### src/rtl/rgb_stream_packer.sv
// ---------------------------------------------------------------------------
// rgb_stream_packer
//
// Packs a 24-bit RGB pixel stream (valid/ready with sof/eol sideband) into
// 32-bit AXI4-Stream words. Four pixels become three words. A line that ends
// part-way through a word is flushed with a partial tkeep. Pixel bytes enter
// the byte stream low byte first: P[7:0], P[15:8], P[23:16].
//
// An output word FIFO absorbs downstream backpressure; the pixel side only
// stalls through in_stream_ready, which is registered from the FIFO
// occupancy and guarantees room for two words (the most one pixel can push).
//
// Optional feature macro: PACKER_STATS_EN
//   When defined, adds frame_count (accepted sof pixels, wraps) and
//   align_err_count (sof accepted with phase != 0, saturating).
//
// Parameters
//   FIFO_DEPTH     output word FIFO entries (power of 2, >= 2)
//   ERR_CNT_WIDTH  width of the statistics counters
//
// Ports
//   aclk               stream clock
//   aresetn            asynchronous reset, active-high
//   r, g, b            pixel colour, pixel P = {r,g,b}
//   valid              pixel valid
//   sof                first pixel of frame (qualified by valid)
//   eol                last pixel of line (qualified by valid)
//   in_stream_ready    pixel accepted when valid && in_stream_ready
//   out_stream_tdata   packed bytes
//   out_stream_tkeep   byte enables
//   out_stream_tlast   last word of line
//   out_stream_tuser   first word of frame
//   out_stream_tvalid  word valid
//   out_stream_tready  downstream accept
//   frame_count        frames started        (PACKER_STATS_EN only)
//   align_err_count    misaligned sof events (PACKER_STATS_EN only)
// ---------------------------------------------------------------------------
module rgb_stream_packer #(
    parameter int FIFO_DEPTH    = 4,
    parameter int ERR_CNT_WIDTH = 16
) (
    input  logic        aclk,
    input  logic        aresetn,
    input  logic [7:0]  r,
    input  logic [7:0]  g,
    input  logic [7:0]  b,
    input  logic        valid,
    input  logic        sof,
    input  logic        eol,
    output logic        in_stream_ready,
    output logic [31:0] out_stream_tdata,
    output logic [3:0]  out_stream_tkeep,
    output logic        out_stream_tlast,
    output logic        out_stream_tuser,
    output logic        out_stream_tvalid,
    input  logic        out_stream_tready
`ifdef PACKER_STATS_EN
    ,
    output logic [ERR_CNT_WIDTH-1:0] frame_count,
    output logic [ERR_CNT_WIDTH-1:0] align_err_count
`endif
);

    localparam int AW = (FIFO_DEPTH > 1) ? $clog2(FIFO_DEPTH) : 1;
    localparam int CW = AW + 1;
    localparam logic [CW-1:0] DEPTH_C = CW'(FIFO_DEPTH);

    // Catch illegal configurations at elaboration time.
    if ((FIFO_DEPTH < 2) || ((FIFO_DEPTH & (FIFO_DEPTH - 1)) != 0)) begin : g_bad_depth
        $error("rgb_stream_packer: FIFO_DEPTH must be a power of 2 and >= 2");
    end
    if (ERR_CNT_WIDTH < 1) begin : g_bad_cnt_width
        $error("rgb_stream_packer: ERR_CNT_WIDTH must be >= 1");
    end

    // FIFO entry layout: {tuser, tlast, tkeep[3:0], tdata[31:0]}
    localparam int EW = 38;

    typedef enum logic [1:0] {
        PH0 = 2'd0,
        PH1 = 2'd1,
        PH2 = 2'd2,
        PH3 = 2'd3
    } phase_t;

    // -----------------------------------------------------------------------
    // Packing state
    // -----------------------------------------------------------------------
    phase_t      phase;
    phase_t      phase_nxt;
    logic [23:0] residue;
    logic [23:0] residue_nxt;
    logic        pend_user;
    logic        pend_user_nxt;

    logic [23:0] pixel;
    logic        accept;
    phase_t      eff_phase;
    logic        user_eff;

    // Up to two words pushed per accepted pixel.
    logic [1:0]  npush;
    logic [EW-1:0] word0;
    logic [EW-1:0] word1;

    // -----------------------------------------------------------------------
    // Output FIFO state
    // -----------------------------------------------------------------------
    logic [EW-1:0] mem [FIFO_DEPTH];
    logic [AW-1:0] wr_ptr;
    logic [AW-1:0] rd_ptr;
    logic [CW-1:0] count;
    logic [CW-1:0] count_nxt;
    logic          ready_nxt;
    logic          pop;
    logic [EW-1:0] head;

    assign pixel  = {r, g, b};
    assign accept = valid & in_stream_ready;

    // A sof pixel always starts a fresh word; any stale residue is dropped.
    assign eff_phase = sof ? PH0 : phase;

    // -----------------------------------------------------------------------
    // Phase FSM: state register
    // -----------------------------------------------------------------------
    always_ff @(posedge aclk or posedge aresetn) begin
        if (aresetn) begin
            phase     <= PH0;
            residue   <= '0;
            pend_user <= 1'b0;
        end else begin
            phase     <= phase_nxt;
            residue   <= residue_nxt;
            pend_user <= pend_user_nxt;
        end
    end

    // -----------------------------------------------------------------------
    // Phase FSM: next state and word assembly
    // -----------------------------------------------------------------------
    always_comb begin
        phase_nxt     = phase;
        residue_nxt   = residue;
        pend_user_nxt = pend_user;
        user_eff      = 1'b0;
        npush         = 2'd0;
        word0         = '0;
        word1         = '0;

        if (accept) begin
            user_eff = pend_user | sof;
            unique case (eff_phase)
                PH0: begin
                    if (eol) begin
                        // Whole pixel is the line: three residue bytes.
                        word0 = {user_eff, 1'b1, 4'h7, 8'h00, pixel};
                        npush = 2'd1;
                    end else begin
                        residue_nxt = pixel;
                        phase_nxt   = PH1;
                    end
                end
                PH1: begin
                    word0 = {user_eff, 1'b0, 4'hF, pixel[7:0], residue[23:0]};
                    npush = 2'd1;
                    if (eol) begin
                        word1 = {1'b0, 1'b1, 4'h3, 16'h0000, pixel[23:8]};
                        npush = 2'd2;
                    end else begin
                        residue_nxt = {8'h00, pixel[23:8]};
                        phase_nxt   = PH2;
                    end
                end
                PH2: begin
                    word0 = {user_eff, 1'b0, 4'hF, pixel[15:0], residue[15:0]};
                    npush = 2'd1;
                    if (eol) begin
                        word1 = {1'b0, 1'b1, 4'h1, 24'h000000, pixel[23:16]};
                        npush = 2'd2;
                    end else begin
                        residue_nxt = {16'h0000, pixel[23:16]};
                        phase_nxt   = PH3;
                    end
                end
                PH3: begin
                    // Word boundary lines up with the pixel: nothing left over.
                    word0       = {user_eff, eol, 4'hF, pixel, residue[7:0]};
                    npush       = 2'd1;
                    residue_nxt = '0;
                    phase_nxt   = PH0;
                end
                default: begin
                    phase_nxt = PH0;
                end
            endcase

            if (eol) begin
                phase_nxt   = PH0;
                residue_nxt = '0;
            end

            // tuser stays armed until a word actually leaves the packer.
            pend_user_nxt = user_eff & (npush == 2'd0);
        end
    end

    // -----------------------------------------------------------------------
    // Output FIFO control
    // -----------------------------------------------------------------------
    assign out_stream_tvalid = (count != '0);
    assign pop               = out_stream_tvalid & out_stream_tready;
    assign count_nxt         = count + CW'(npush) - CW'(pop);

    // Ready looks ahead at next occupancy so that, whenever it is high, the
    // FIFO has room for the two-word worst case of the pixel in flight.
    assign ready_nxt = ((DEPTH_C - count_nxt) >= CW'(2));

    always_ff @(posedge aclk or posedge aresetn) begin
        if (aresetn) begin
            wr_ptr          <= '0;
            rd_ptr          <= '0;
            count           <= '0;
            in_stream_ready <= 1'b0;
        end else begin
            wr_ptr          <= wr_ptr + AW'(npush);
            rd_ptr          <= rd_ptr + AW'(pop);
            count           <= count_nxt;
            in_stream_ready <= ready_nxt;
        end
    end

    // Storage carries data only; pointers alone define what is valid.
    always_ff @(posedge aclk) begin
        if (npush != 2'd0) begin
            mem[wr_ptr] <= word0;
        end
        if (npush == 2'd2) begin
            mem[wr_ptr + AW'(1)] <= word1;
        end
    end

    // -----------------------------------------------------------------------
    // Output stage: head of FIFO, forced to zero when empty
    // -----------------------------------------------------------------------
    assign head = out_stream_tvalid ? mem[rd_ptr] : '0;

    assign out_stream_tdata = head[31:0];
    assign out_stream_tkeep = head[35:32];
    assign out_stream_tlast = head[36];
    assign out_stream_tuser = head[37];

`ifdef PACKER_STATS_EN
    // -----------------------------------------------------------------------
    // Statistics counters
    // -----------------------------------------------------------------------
    logic sof_acc;
    logic align_err;

    assign sof_acc   = accept & sof;
    assign align_err = sof_acc & (phase != PH0);

    always_ff @(posedge aclk or posedge aresetn) begin
        if (aresetn) begin
            frame_count     <= '0;
            align_err_count <= '0;
        end else begin
            if (sof_acc) begin
                frame_count <= frame_count + ERR_CNT_WIDTH'(1);
            end
            if (align_err && (align_err_count != {ERR_CNT_WIDTH{1'b1}})) begin
                align_err_count <= align_err_count + ERR_CNT_WIDTH'(1);
            end
        end
    end
`endif

endmodule

### config.mk
export PLATFORM = sky130hd
export DESIGN_NAME = rgb_stream_packer
export DESIGN_NICKNAME = d
export VERILOG_FILES = /design/src/rtl/rgb_stream_packer.sv
export SDC_FILE = /design/constraint.sdc
export NUM_CORES = 1
export LEC_CHECK = 0
export ABC_AREA = 1
export BUFFER_PORTS_ARGS = -buffer_cell sky130_fd_sc_hd__buf_4
export CAP_MARGIN = 20
export CORE_AREA = 3 3 140 142
export CTS_BUF_LIST = sky130_fd_sc_hd__clkbuf_16
export CTS_CLUSTER_DIAMETER = 150
export CTS_CLUSTER_SIZE = 40
export DETAILED_ROUTE_END_ITERATION = 6
export DIE_AREA = 0 0 143 145
export PLACE_DENSITY = 0.72
export SLEW_MARGIN = 20
export SYNTH_ARGS = -nofsm -noshare
export SYNTH_HDL_FRONTEND = slang
export SYNTH_SLANG_ARGS = --single-unit
### constraint.sdc
create_clock -name aclk -period 6 [get_ports aclk]
set_clock_uncertainty 0.05 [all_clocks]
set_input_delay 0.9 -clock aclk [delete_from_list [all_inputs] [get_ports aclk]]
set_output_delay 0.9 -clock aclk [all_outputs]
set_load 0.02 [all_outputs]
* After elaboration in Yosys (flattened, before gate mapping)
Memories as Yosys holds them, arrays and structs flattened.
Cells that the tools add are included.
** Storage, ports and cells
- Flip-flop bits (word level) :: 35
- Latch bits :: 0
- Memory bits (writable) :: 152
- Bits in read-only memories :: 0
- Input bits :: 30
- Output and inout port bits :: 40
- Logic and storage cells :: 50
- Memories kept :: 1
** Memory list
- mem :: depth 4, width 38, rd ports 1, clocked after Yosys merged registers in 0, wr ports 2, RTL line 109 : logic [EW-1:0] mem [FIFO_DEPTH];
** Operators by class
- $add $sub $neg :: 6
- Multipliers :: 0
- Div/mod/pow operators :: 0
- $lt $le $gt $ge :: 1
- Equality and inequality tests :: 4
- Shift-type cells :: 0
- Muxes and demuxes :: 22
- Bitwise logic cells :: 4
- Reduce and logical (&&, ||, !) cells :: 5
** Operator list (number)
- $pmux W38 S4 :: 1
- $mux W38 :: 3
- $mux W37 :: 3
- $pmux W24 S4 :: 1
- $pmux W37 S2 :: 1
- $mux W24 :: 1
- $mux W2 :: 5
- $pmux W2 S4 :: 1
- $eq A2 B2 Y1 const B :: 3
- $pmux W2 S3 :: 1
- $mux W1 :: 5
- $logic_not A2 Y1 :: 2
- $add A3 B2 Y3 :: 1
- $and A1 B1 Y1 :: 3
- $ge A3 B2 Y1 const B :: 1
- $reduce_bool A3 Y1 :: 1
- $sub A3 B1 Y3 :: 1
- $sub A3 B3 Y3 const A :: 1
- $add A2 B1 Y2 :: 1
- $add A2 B1 Y2 const B :: 1
- $add A2 B2 Y2 :: 1
- $eq A2 B1 Y1 const B :: 1
- $reduce_bool A2 Y1 :: 1
- $reduce_or A2 Y1 :: 1
- $or A1 B1 Y1 :: 1

* Longest topological paths before layout
Gate-level depths: netlist (run 1).
- Depth in word-level cells :: 10
- Gate-level depth with buffers :: 17
- Depth with buffers taken out :: 17

* Least setup slack after synthesis (run 1)
No wires, ideal clock.
- Path kind :: input-to-reg
- Start point :: input port sof
- End point :: register in_stream_ready
- Data arrival time :: 3.033 ns
- Data required time :: 5.826 ns
- Slack :: 2.793 ns
- Stages on the path :: 12
- Cells stage by stage :: nor2_1 -> inv_1 -> ha_1 -> inv_1 -> nand2_2 -> nor2_8 -> inv_6 -> ha_1 -> fa_1 -> ha_1 -> nor2_1 -> nand3_1
** Between the ends
- Longest elaborated chain between the ends :: 10
- Elaborated cells on any way between the ends :: 13
- Classes of those cells :: 3 x add/sub; 1 x order compare; 3 x eq/ne; 4 x mux; 2 x reduce/logical
** Ends and longest elaborated chain
- start, declared :: RTL line 48 : input logic sof,
- $mux W2 (*) :: RTL line 122 : assign eff_phase = sof ? PH0 : phase;
- $eq A2 B2 Y1 / $eq A2 B1 Y1 (equally long branches) :: RTL line 153 : unique case (eff_phase)
- $reduce_or A2 Y1 (no source line)
- $pmux W2 S3 (*) :: RTL line 153
- $mux W2 (*) (2 in series) :: RTL line 151 : if (accept) begin
- $add A3 B2 Y3 (*) :: RTL line 213 : assign count_nxt = count + CW'(npush) - CW'(pop);
- $sub A3 B1 Y3 (*) :: RTL line 213
- $sub A3 B3 Y3 (*) :: RTL line 217 : assign ready_nxt = ((DEPTH_C - count_nxt) >= CW'(2));
- $ge A3 B2 Y1 (*) :: RTL line 217
- named net ready_nxt :: RTL line 114 : logic ready_nxt;
- end signal, assigned :: RTL line 229 : in_stream_ready <= ready_nxt;
- end, declared :: RTL line 50 : output logic in_stream_ready,
Mark *: on every way through the listed nets, which the timed path passes. The rest lies on a longest branch. The select of a mux whose other input is x is not followed.
A chain may end at the register's enable or synchronous reset.

==> results.toml, run 1 <==
[clock_network]
ctsLongestPathBuffers = 2
cts_setup_buffers = 0
clockRootBuffer = "clkbuf_16"
numCtsBuffers = 17
insertion_delay_ps = 440
cts_hold_buf = 0
cts_sinks = 187
cts_tree = "yes"
clk_pin_slew_worst_paths_ps = 70
cts_max_level = 4
cts_resized = 0

[hold_path]
hold_depth = 2
hold_path_class = "flop to flop"

[layout]
diodes = 0
final_common_cell = "nand2_1"
postLayoutCellArea_sq_um = 11000
fin_nets = 1421
layout_common_cells = "nand2_1 (499), nor2_1 (199), o21ai_0 (120)"
syn_to_final_growth_pct = 9.75
drive_above_1_share_pct = 10.5

[yosys]
synth.yosys.warnings = 0
syn_area_per_cell_sq_um = 7.35
synth_nets = 1407
ys_seq_area_share_pct = 46.6
synth_cells = 1365
syn_area_sq_um = 10000
ys_ff_latch = 187
yosysUniqueCellTypes = 34

[routing]
num_vias = 9148
drt_wl_total_um = 28100
wl_per_cell_um = 17.3
drtIter0Drc = 1077
antenna_left = 0
via_per_inst = 5.63
drt_pass1_iterations = 6
drc = 0

[placement]
dpl.hpwl_um = 18300
place_area_sq_um = 10400
gp_congestion = 0.942
dp_slack_ps = 1530
port_buffers = 69

[sta]
slew_headroom_pct = 24.7
fin_crit_sh_pct = 68.0
rsz0062_at_grt = "false"
finalMaxSlewViolations = 0
fin_crit_ps = 4080
setup_viol = 0
finalSetupTns_ps = 0
timing.fmax_ghz = 0.245
finalHoldViolations = 0
post-route-worst-setup-slack_ps = 1920
tightest_slew_ps = 1130
whs_ps = 411

[floorplanning]
fp.coreArea_sq_um = 18600
io_pins = 70
die_w_um = 143
fp-row-count = 50
start_util_pct = 54.0
die_y_um = 145
dieArea_sq_um = 20700

[pwr]
power.density_nw_per_um2 = 488
power_mw = 5.38
vdd_drop_max_uv = 307
p_leak_nw = 5.14

[global_routing]
antenna_found_initial = 0
grt-ovfl-total = 0
grt_pass1_vias = 8235
grtUsageTotal_pct = 27.0
grt_max_degree = 68
grt_first_pass_wirelength_um = 44900

[worst_setup_path]
worstSetupStartpointType = "primary input"
cp_data_required_time_ps = 6010
crit_type = "primary input to flop"
worstSetupEndpointType = "flop"
crit_path_max_fanout = 23
cp.arrival_ps = 4090
reg2reg_depth = 9

[run]
maxCapViolCount = 0

[run_status]
status = "completed"
[synth_stat cells (all sizes together)]
| library cell | number | area share (%) |
|---|---|---|
| inv | 72 | 2.7 |
| nand3b | 2 | 0.15 |
| dfrtp | 35 | 8.7 |
| o211ai | 8 | 0.60 |
| xnor2 | 3 | 0.26 |
| xor2 | 1 | 0.087 |
| clkbuf | 32 | 1.2 |
| buf | 51 | 4.1 |
| fa | 1 | 0.20 |
| o22ai | 10 | 0.62 |
| ha | 11 | 1.4 |
| o21ai | 122 | 6.1 |
| dfxtp | 76 | 15 |
| nand3 | 87 | 4.5 |
| edfxtp | 76 | 23 |
| clkinv | 1 | 0.037 |
| a21boi | 1 | 0.19 |
| nand2 | 507 | 19 |
| a21oi | 60 | 3.4 |
| nor3 | 8 | 0.75 |
| nor2 | 201 | 7.8 |
[routing by layer]
| metal | track usage, % | wire, um | share of wire, % |
|---|---|---|---|
| met5 | 0 | 0 | 0 |
| met4 | 6.27 | 379 | 1.3 |
| met3 | 6.92 | 2920 | 10 |
| met2 | 39.7 | 12700 | 45 |
| met1 | 40.0 | 12100 | 43 |
[cells by family after synthesis]
kind of cell	after synthesis	share of synthesized area, %
AO/OA/AOI/OAI	201	10.9
adder cells (fa/ha/maj)	12	1.57
AND/OR/NAND/NOR	805	32.5
flip-flops	187	46.6
buffers and inverters	156	8.07
XOR/XNOR	4	0.349
[where the power goes]
group	internal, mW	leakage (nW)	switching, mW
Combinational	0.798	3.10	1.61
Clock	0.663	0.286	0.519
Sequential	1.64	1.76	0.143
[state kept, by name, summed over array words and instances, names as in the netlist]
signal,count
wr_ptr,2
count,3
phase,2
mem,152
pend_user,1
residue,24
in_stream_ready,1
rd_ptr,2
[layout make-up]
class / count / area (sq um)
fillers: 1694 / 7570
clock buffers: 17 / 425
clock inverters: 15 / 191
multi-input cells: 1022 / 4550
well taps: 234 / 293
repair buffers: 78 / 593
flip-flops and latches: 187 / 4680
inverters: 73 / 279
[path summary, 6_finish.rpt]
check | from | to | slack, ps
hold reg to reg | mem[1][26] | mem[1][26] | 410
hold / removal | mem[1][26] | mem[1][26] | 410
setup / recovery | sof | mem[2][36] | 1920
setup reg to reg | phase[0] | mem[2][36] | 2150
min in group asynchronous | aresetn | residue[17] | 520
max in group asynchronous | aresetn | rd_ptr[0] | 5030
[critical path, cell delays in order]
cell and delay [ps]:
buf_4 120, nor2_1 230, inv_1 100, ha_1 480
a21oi_4 470, nand2_4 200, nand2_4 110, nand2_1 530
nand2_1 940
[per-stage QoR]
stage	instances	utilization, %
6_report	1626	59.3
5_1_grt	1626	59.3
4_1_cts	1625	59.2
3_5_place_dp	1593	55.9
3_3_place_gp	1593	55.9
2_1_floorplan	1365	-
Note: power is estimated with default switching activity, not from simulation.
==> run 2, diff against run 1 <==
--- a/config.mk
+++ b/config.mk
@@ -5,16 +5,16 @@
 export SDC_FILE = /design/constraint.sdc
 export NUM_CORES = 1
 export LEC_CHECK = 0
-export ABC_AREA = 1
+export ABC_AREA = 0
 export BUFFER_PORTS_ARGS = -buffer_cell sky130_fd_sc_hd__buf_4
 export CAP_MARGIN = 20
-export CORE_AREA = 3 3 140 142
+export CORE_AREA = 3 3 135 137
 export CTS_BUF_LIST = sky130_fd_sc_hd__clkbuf_16
 export CTS_CLUSTER_DIAMETER = 150
 export CTS_CLUSTER_SIZE = 40
 export DETAILED_ROUTE_END_ITERATION = 6
-export DIE_AREA = 0 0 143 145
-export PLACE_DENSITY = 0.72
+export DIE_AREA = 0 0 138 140
+export PLACE_DENSITY = 0.73
 export SLEW_MARGIN = 20
 export SYNTH_ARGS = -nofsm -noshare
 export SYNTH_HDL_FRONTEND = slang
==> constraint.sdc (replaced) <==
create_clock -name aclk -period 3.9 [get_ports aclk]
set_clock_uncertainty 0.05 [all_clocks]
set_input_delay 0.585 -clock aclk [delete_from_list [all_inputs] [get_ports aclk]]
set_output_delay 0.585 -clock aclk [all_outputs]
set_load 0.02 [all_outputs]
==> run 2 against run 1 <==
Net effect: the run now ends with DRC left; non-clock buffer count increased by 20; wire length is 9.0% lower; critical endpoint is now in_stream_ready; total power rose by 38%; largest power group is now sequential cells; sequential share of layout area is 2.2 points higher.
==> results.toml, run 2 <==
[run_status]
status = "finished with violations"
violations = "DRC"

[layout]
fill_cells = 1359
drive_above_1_share_pct = 21.2
layout_common_cells = "buf_4 (97), nand3_1 (80), edfxtp_1 (76), dfxtp_1 (76), o21ai_0 (72)"
diodes = 0
multi_input_area_sq_um = 4060
top_register = "mem"
largest_reg_flops = 152
syn_to_final_growth_pct = 12.4
final_common_cell = "buf_4"
top_regs = "mem: 152 flops, residue: 24 flops, count: 3 flops"
seqCellArea_sq_um = 4680
fin_nets = 893

[routing]
via_per_inst = 6.71
wl_per_cell_um = 23.5
top_layer = "met4"
antenna_left = 0
met3_length_um = 2610
dr_wl_met2_um = 12500
drt_pass1_iterations = 7
drtIter0Drc = 924
num_vias = 7306
wl_met1_um = 9890
drt_wl_total_um = 25600
drc = 4

[worst_setup_path]
cp.arrival_ps = 3540
crit_path_cell_trace = "nor2b_1 > inv_1 > ha_2 > nand2b_2 > nand2_2 > nor2_1 > ha_1 > inv_1 > fa_1 > xor2_1 > xnor2_1 > xor2_1 > or3_1"
crit_path_max_fanout = 31
timing.rr.end = "in_stream_ready"
cp_slowest_cell = "fa_1"
timing.rr.start = "phase[0]"
reg2reg_depth = 13
regToRegSetupSlack_ps = 630
critPathLaunch = "phase[0]"
worstSetupStartpointType = "flop"
crit_type = "flop to flop"
slowest_delay_ps = 420
cp_data_required_time_ps = 4170
cp-endpoint = "in_stream_ready"
worstSetupEndpointType = "flop"

[global_routing]
grt_max_degree = 41
grt-ovfl-total = 0
grt_pass1_vias = 7271
grtUsageTotal_pct = 26.2
antenna_found_initial = 0
grt_first_pass_wirelength_um = 40000

[sta]
finalMaxSlewViolations = 0
timing.fmax_ghz = 0.306
post-route-worst-setup-slack_ps = 630
fin_crit_sh_pct = 83.8
finalSetupTns_ps = 0
fin_crit_ps = 3270
setup_viol = 0
slew_headroom_pct = 47.8
rsz0062_at_grt = "false"
tightest_slew_ps = 782
finalHoldViolations = 0

[floorplanning]
start_util_pct = 54.2
die_w_um = 138
fp.coreArea_sq_um = 17200
io_pins = 70
dieArea_sq_um = 19300
fp-row-count = 48
die_y_um = 140

[clock_network]
cts_resized = 0
numCtsBuffers = 17
clk_pin_slew_worst_paths_ps = 80
insertion_delay_ps = 450
cts_tree = "yes"
cts_max_level = 4
clockRootBuffer = "clkbuf_16"
cts_setup_buffers = 0
cts_sinks = 187
ctsLongestPathBuffers = 2
cts_hold_buf = 0

[hold_path]
hold_path_class = "primary input to asynchronous set/reset pin"

[yosys]
yosysUniqueCellTypes = 51
ys_seq_area_share_pct = 50.3
ys_ff_latch = 187
async_flop_share_pct = 18.7
synth.yosys.warnings = 0
yosys-top-cells-count = "nand3_1 (80), dfxtp_1 (76), edfxtp_1 (76)"
synth_cells = 822
syn_area_per_cell_sq_um = 11.3
yosysTopAreaCell = "edfxtp_1"
syn_area_sq_um = 9310
synthFlopType = "edfxtp_1"
synth-edff-count = 76
synth_nets = 864
yosysTopAreaCellShare_pct = 24.5
yosysMostFrequentCell = "nand3_1"
synth.area.top_cells = "edfxtp_1 (25%), dfxtp_1 (16%), dfrtp_1 (9.4%), mux4_2 (9.2%), a22o_1 (4.9%)"

[placement]
port_buffers = 69
dp_slack_ps = 294
dpl.hpwl_um = 17200
gp_congestion = 0.889

[pwr]
power.density_nw_per_um2 = 707
vdd_drop_max_uv = 356
p_leak_nw = 4.05

[run]
maxCapViolCount = 0
==> run 2: area by class of cell <==
type / instances / share of cell area (%)
clock inverter: 13 / 1.08
timing repair buffer: 98 / 7.15
sequential: 187 / 44.7
multi-input combinational: 518 / 38.8
inverter: 29 / 1.04
tap: 225 / 2.69
clock buffer: 19 / 4.54
==> run 2: cell families after synthesis <==
logic type / count (synthesis) / share of synthesized area, %
fa+ha+maj: 12 / 1.69
buf+inv: 117 / 6.50
compound gates: 227 / 17.4
simple gates: 217 / 12.5
flops: 187 / 50.3
xor+xnor: 6 / 0.565
mux: 56 / 11.1
==> run 2: power by group <==
group          internal (mW)  total [mW]  switching, mW
clock network          0.960        1.74          0.779
registers               2.51        2.87          0.357
logic                   1.25        2.79           1.54
total                   4.73        7.40           2.68
==> run 2: worst min-delay path by stage <==
stage / endpoint / slack (ps) / depth (start not counted)
final: residue[15] / 190 / 3
after global routing: residue[13] / 250 / 3
after CTS: residue[15] / 200 / 3
after detailed placement: mem[0][34] / 380 / 2
after global placement: mem[2][34] / 380 / 2
after floorplan: mem[2][34] / 370 / 2
==> run 2: metrics by stage <==
| step | cells | utilization [%] | total power, mW | hold WS (ps) | area, sq um |
|---|---|---|---|---|---|
| final | 1089 | 60.9 | 7.40 | 189 | 10500 |
| after global routing | 1089 | 60.9 | 7.76 | 246 | 10500 |
| after CTS | 1089 | 60.9 | 7.41 | 202 | 10500 |
| after detailed placement | 1057 | 57.5 | 5.70 | 384 | 9880 |
| after global placement | 1057 | 57.5 | 5.55 | 377 | 9880 |
| after floorplan | 822 | - | 4.78 | 368 | 9310 |
==> run 2: critical path, delay by kind of cell, from the launching register on <==
kind	cells	cell delay [ps]
XOR/XNOR	3	530
adder cells (fa/ha/maj)	3	930
buffers and inverters	2	170
flip-flops	1	360
AND/OR/NAND/NOR	5	1100
==> run 2: per-layer routing <==
metal  GRT usage (%)  vias to the layer above
met1            34.4                     3605
met2            42.9                      463
met4            8.74                        0
met3            6.73                       62
met5               0                        -
li1                -                     3176
==> run 3, diff against run 2 <==
--- a/config.mk
+++ b/config.mk
@@ -14,7 +14,7 @@
 export CTS_CLUSTER_SIZE = 40
 export DETAILED_ROUTE_END_ITERATION = 6
 export DIE_AREA = 0 0 138 140
-export PLACE_DENSITY = 0.73
+export PLACE_DENSITY = 0.75
 export SLEW_MARGIN = 20
 export SYNTH_ARGS = -nofsm -noshare
 export SYNTH_HDL_FRONTEND = slang
==> constraint.sdc (replaced) <==
create_clock -name aclk -period 3 [get_ports aclk]
set_clock_uncertainty 0.05 [all_clocks]
set_input_delay 0.45 -clock aclk [delete_from_list [all_inputs] [get_ports aclk]]
set_output_delay 0.45 -clock aclk [all_outputs]
set_load 0.02 [all_outputs]
==> run 3 against run 2 <==
Net effect: the flow still finishes with violations (DRC); clock-buffer cell count fell by 2; sequential power is 28% higher; via count fell by 2.3%; critical path depth fell by 3; total power increased by 28%; non-clock buffer count grew 19; worst setup slack worse by 480 ps; largest cell class unchanged.
==> results.toml, run 3 (same netlist as run 2, synthesis figures left out) <==
[pwr]
vdd_drop_max_uv = 543
p_leak_nw = 4.10
power.density_nw_per_um2 = 891

[routing]
drtIter0Drc = 936
antenna_left = 0
via_per_inst = 6.44
wl_per_cell_um = 22.0
drt_wl_total_um = 24400
drc = 6
drt_pass1_iterations = 7
num_vias = 7138

[worst_setup_path]
slowest_delay_ps = 380
timing.rr.end = "in_stream_ready"
timing.rr.start = "phase[0]"
crit_type = "flop to flop"
crit_path_cell_trace = "nor2b_2 > ha_1 > and4b_1 > inv_1 > ha_1 > fa_1 > xor2_1 > xnor2_1 > xor2_1 > or3_1"
worstSetupStartpointType = "flop"
reg2reg_depth = 10
worstSetupEndpointType = "flop"
crit_path_max_fanout = 4
cp_data_required_time_ps = 3270
critPathLaunch = "phase[0]"
cp.arrival_ps = 3120
cp_slowest_cell = "fa_1"
critPathTopFamily = "adder cells"
regToRegSetupSlack_ps = 150
worst-path-buf-inv = 1

[run_status]
violations = "DRC"
status = "finished with violations"

[floorplanning]
fp-row-count = 48
start_util_pct = 54.2
dieArea_sq_um = 19300
io_pins = 70
die_w_um = 138
fp.coreArea_sq_um = 17200
die_y_um = 140

[layout]
top_register = "mem"
final_core_util_pct = 61.7
fin_nets = 912
layout_common_cells = "buf_4 (112), nand3_1 (80), edfxtp_1 (76), dfxtp_1 (76), o21ai_0 (72)"
fill_cells = 1377
final_common_cell = "buf_4"
largest_reg_flops = 152
drive_above_1_share_pct = 23.0
diodes = 0
top_regs = "mem: 152 flops, residue: 24 flops, count: 3 flops"
syn_to_final_growth_pct = 13.9

[clock_network]
ctsLongestPathBuffers = 2
cts_hold_buf = 0
cts_sinks = 187
cts_max_level = 4
clk_pin_slew_worst_paths_ps = 70
clockRootBuffer = "clkbuf_16"
insertion_delay_ps = 440
cts_setup_buffers = 0
cts_resized = 0
numCtsBuffers = 17
cts_tree = "yes"

[global_routing]
grt_first_pass_wirelength_um = 38300
grt-ovfl-total = 0
grt_max_degree = 49
grtUsageTotal_pct = 25.1
grt_pass1_vias = 6878
antenna_found_initial = 1

[sta]
finalMaxSlewViolations = 0
timing.fmax_ghz = 0.351
setup_viol = 0
fin_crit_sh_pct = 94.9
fin_crit_ps = 2850
finalHoldViolations = 0
slew_headroom_pct = 52.2
tightest_slew_ps = 711
rsz0062_at_grt = "false"
finalSetupTns_ps = 0

[placement]
port_buffers = 69
dpl.hpwl_um = 16500
gp_congestion = 0.862

[run]
maxCapViolCount = 0

[hold_path]
hold_path_class = "primary input to asynchronous set/reset pin"
## run 3: changes by cell type in the layout (fill, tap and decap cells not counted), moves of 3 or more
cell        previous run  this run
buf_12                 1         5
buf_4                 97       112
clkinv_1               1         5
clkinvlp_4             0         4
inv_6                  5         2
## run 3: report_power, final
group / switching [mW] / internal [mW] / total (mW) / leakage, nW
Sequential: 0.396 / 3.26 / 3.66 / 1.78
Clock: 0.989 / 1.05 / 2.04 / 0.241
Combinational: 2.03 / 1.72 / 3.74 / 2.08
## run 3: per-layer routing
layer,routed length [um],up-vias,GRT usage [%],part of all wire (%)
met3,2230,55,5.77,9.1
li1,-,3210,-,-
met1,10100,3487,35.1,41
met5,54,-,0,0.22
met4,746,4,10.8,3.1
met2,11300,382,37.8,46
## run 3: cell type report
| type | count | area [sq um] | share of cell area (%) |
|---|---|---|---|
| Tap cell | 225 | 282 | 2.65 |
| Inverter | 29 | 109 | 1.03 |
| Multi-Input combinational cell | 518 | 4070 | 38.3 |
| Clock buffer | 17 | 425 | 4.01 |
| Sequential cell | 187 | 4680 | 44.2 |
| Timing Repair Buffer | 117 | 941 | 8.87 |
| Clock inverter | 15 | 100 | 0.944 |
## run 3: how the worst max path moves through the flow
stage | to | slack [ps] | depth (start not counted)
final | in_stream_ready | 150 | 10
after floorplan | in_stream_ready | 40 | 14
after global placement | in_stream_ready | 7 | 13
after global routing | in_stream_ready | 10 | 10
after detailed placement | in_stream_ready | -90 | 13
after CTS | in_stream_ready | 140 | 12
## run 3: through the flow
step | cell area [sq um] | power, mW | hold WS [ps] | setup slack, ps | std cells
2_1_floorplan | 9310 | 6.22 | 368 | 37.2 | 822
3_3_place_gp | 10100 | 7.35 | 380 | 7.45 | 1076
3_5_place_dp | 10100 | 7.46 | 392 | -90.0 | 1076
4_1_cts | 10600 | 9.47 | 60.2 | 143 | 1108
5_1_grt | 10600 | 9.95 | 101 | 11.4 | 1108
6_report | 10600 | 9.45 | 60.5 | 154 | 1108
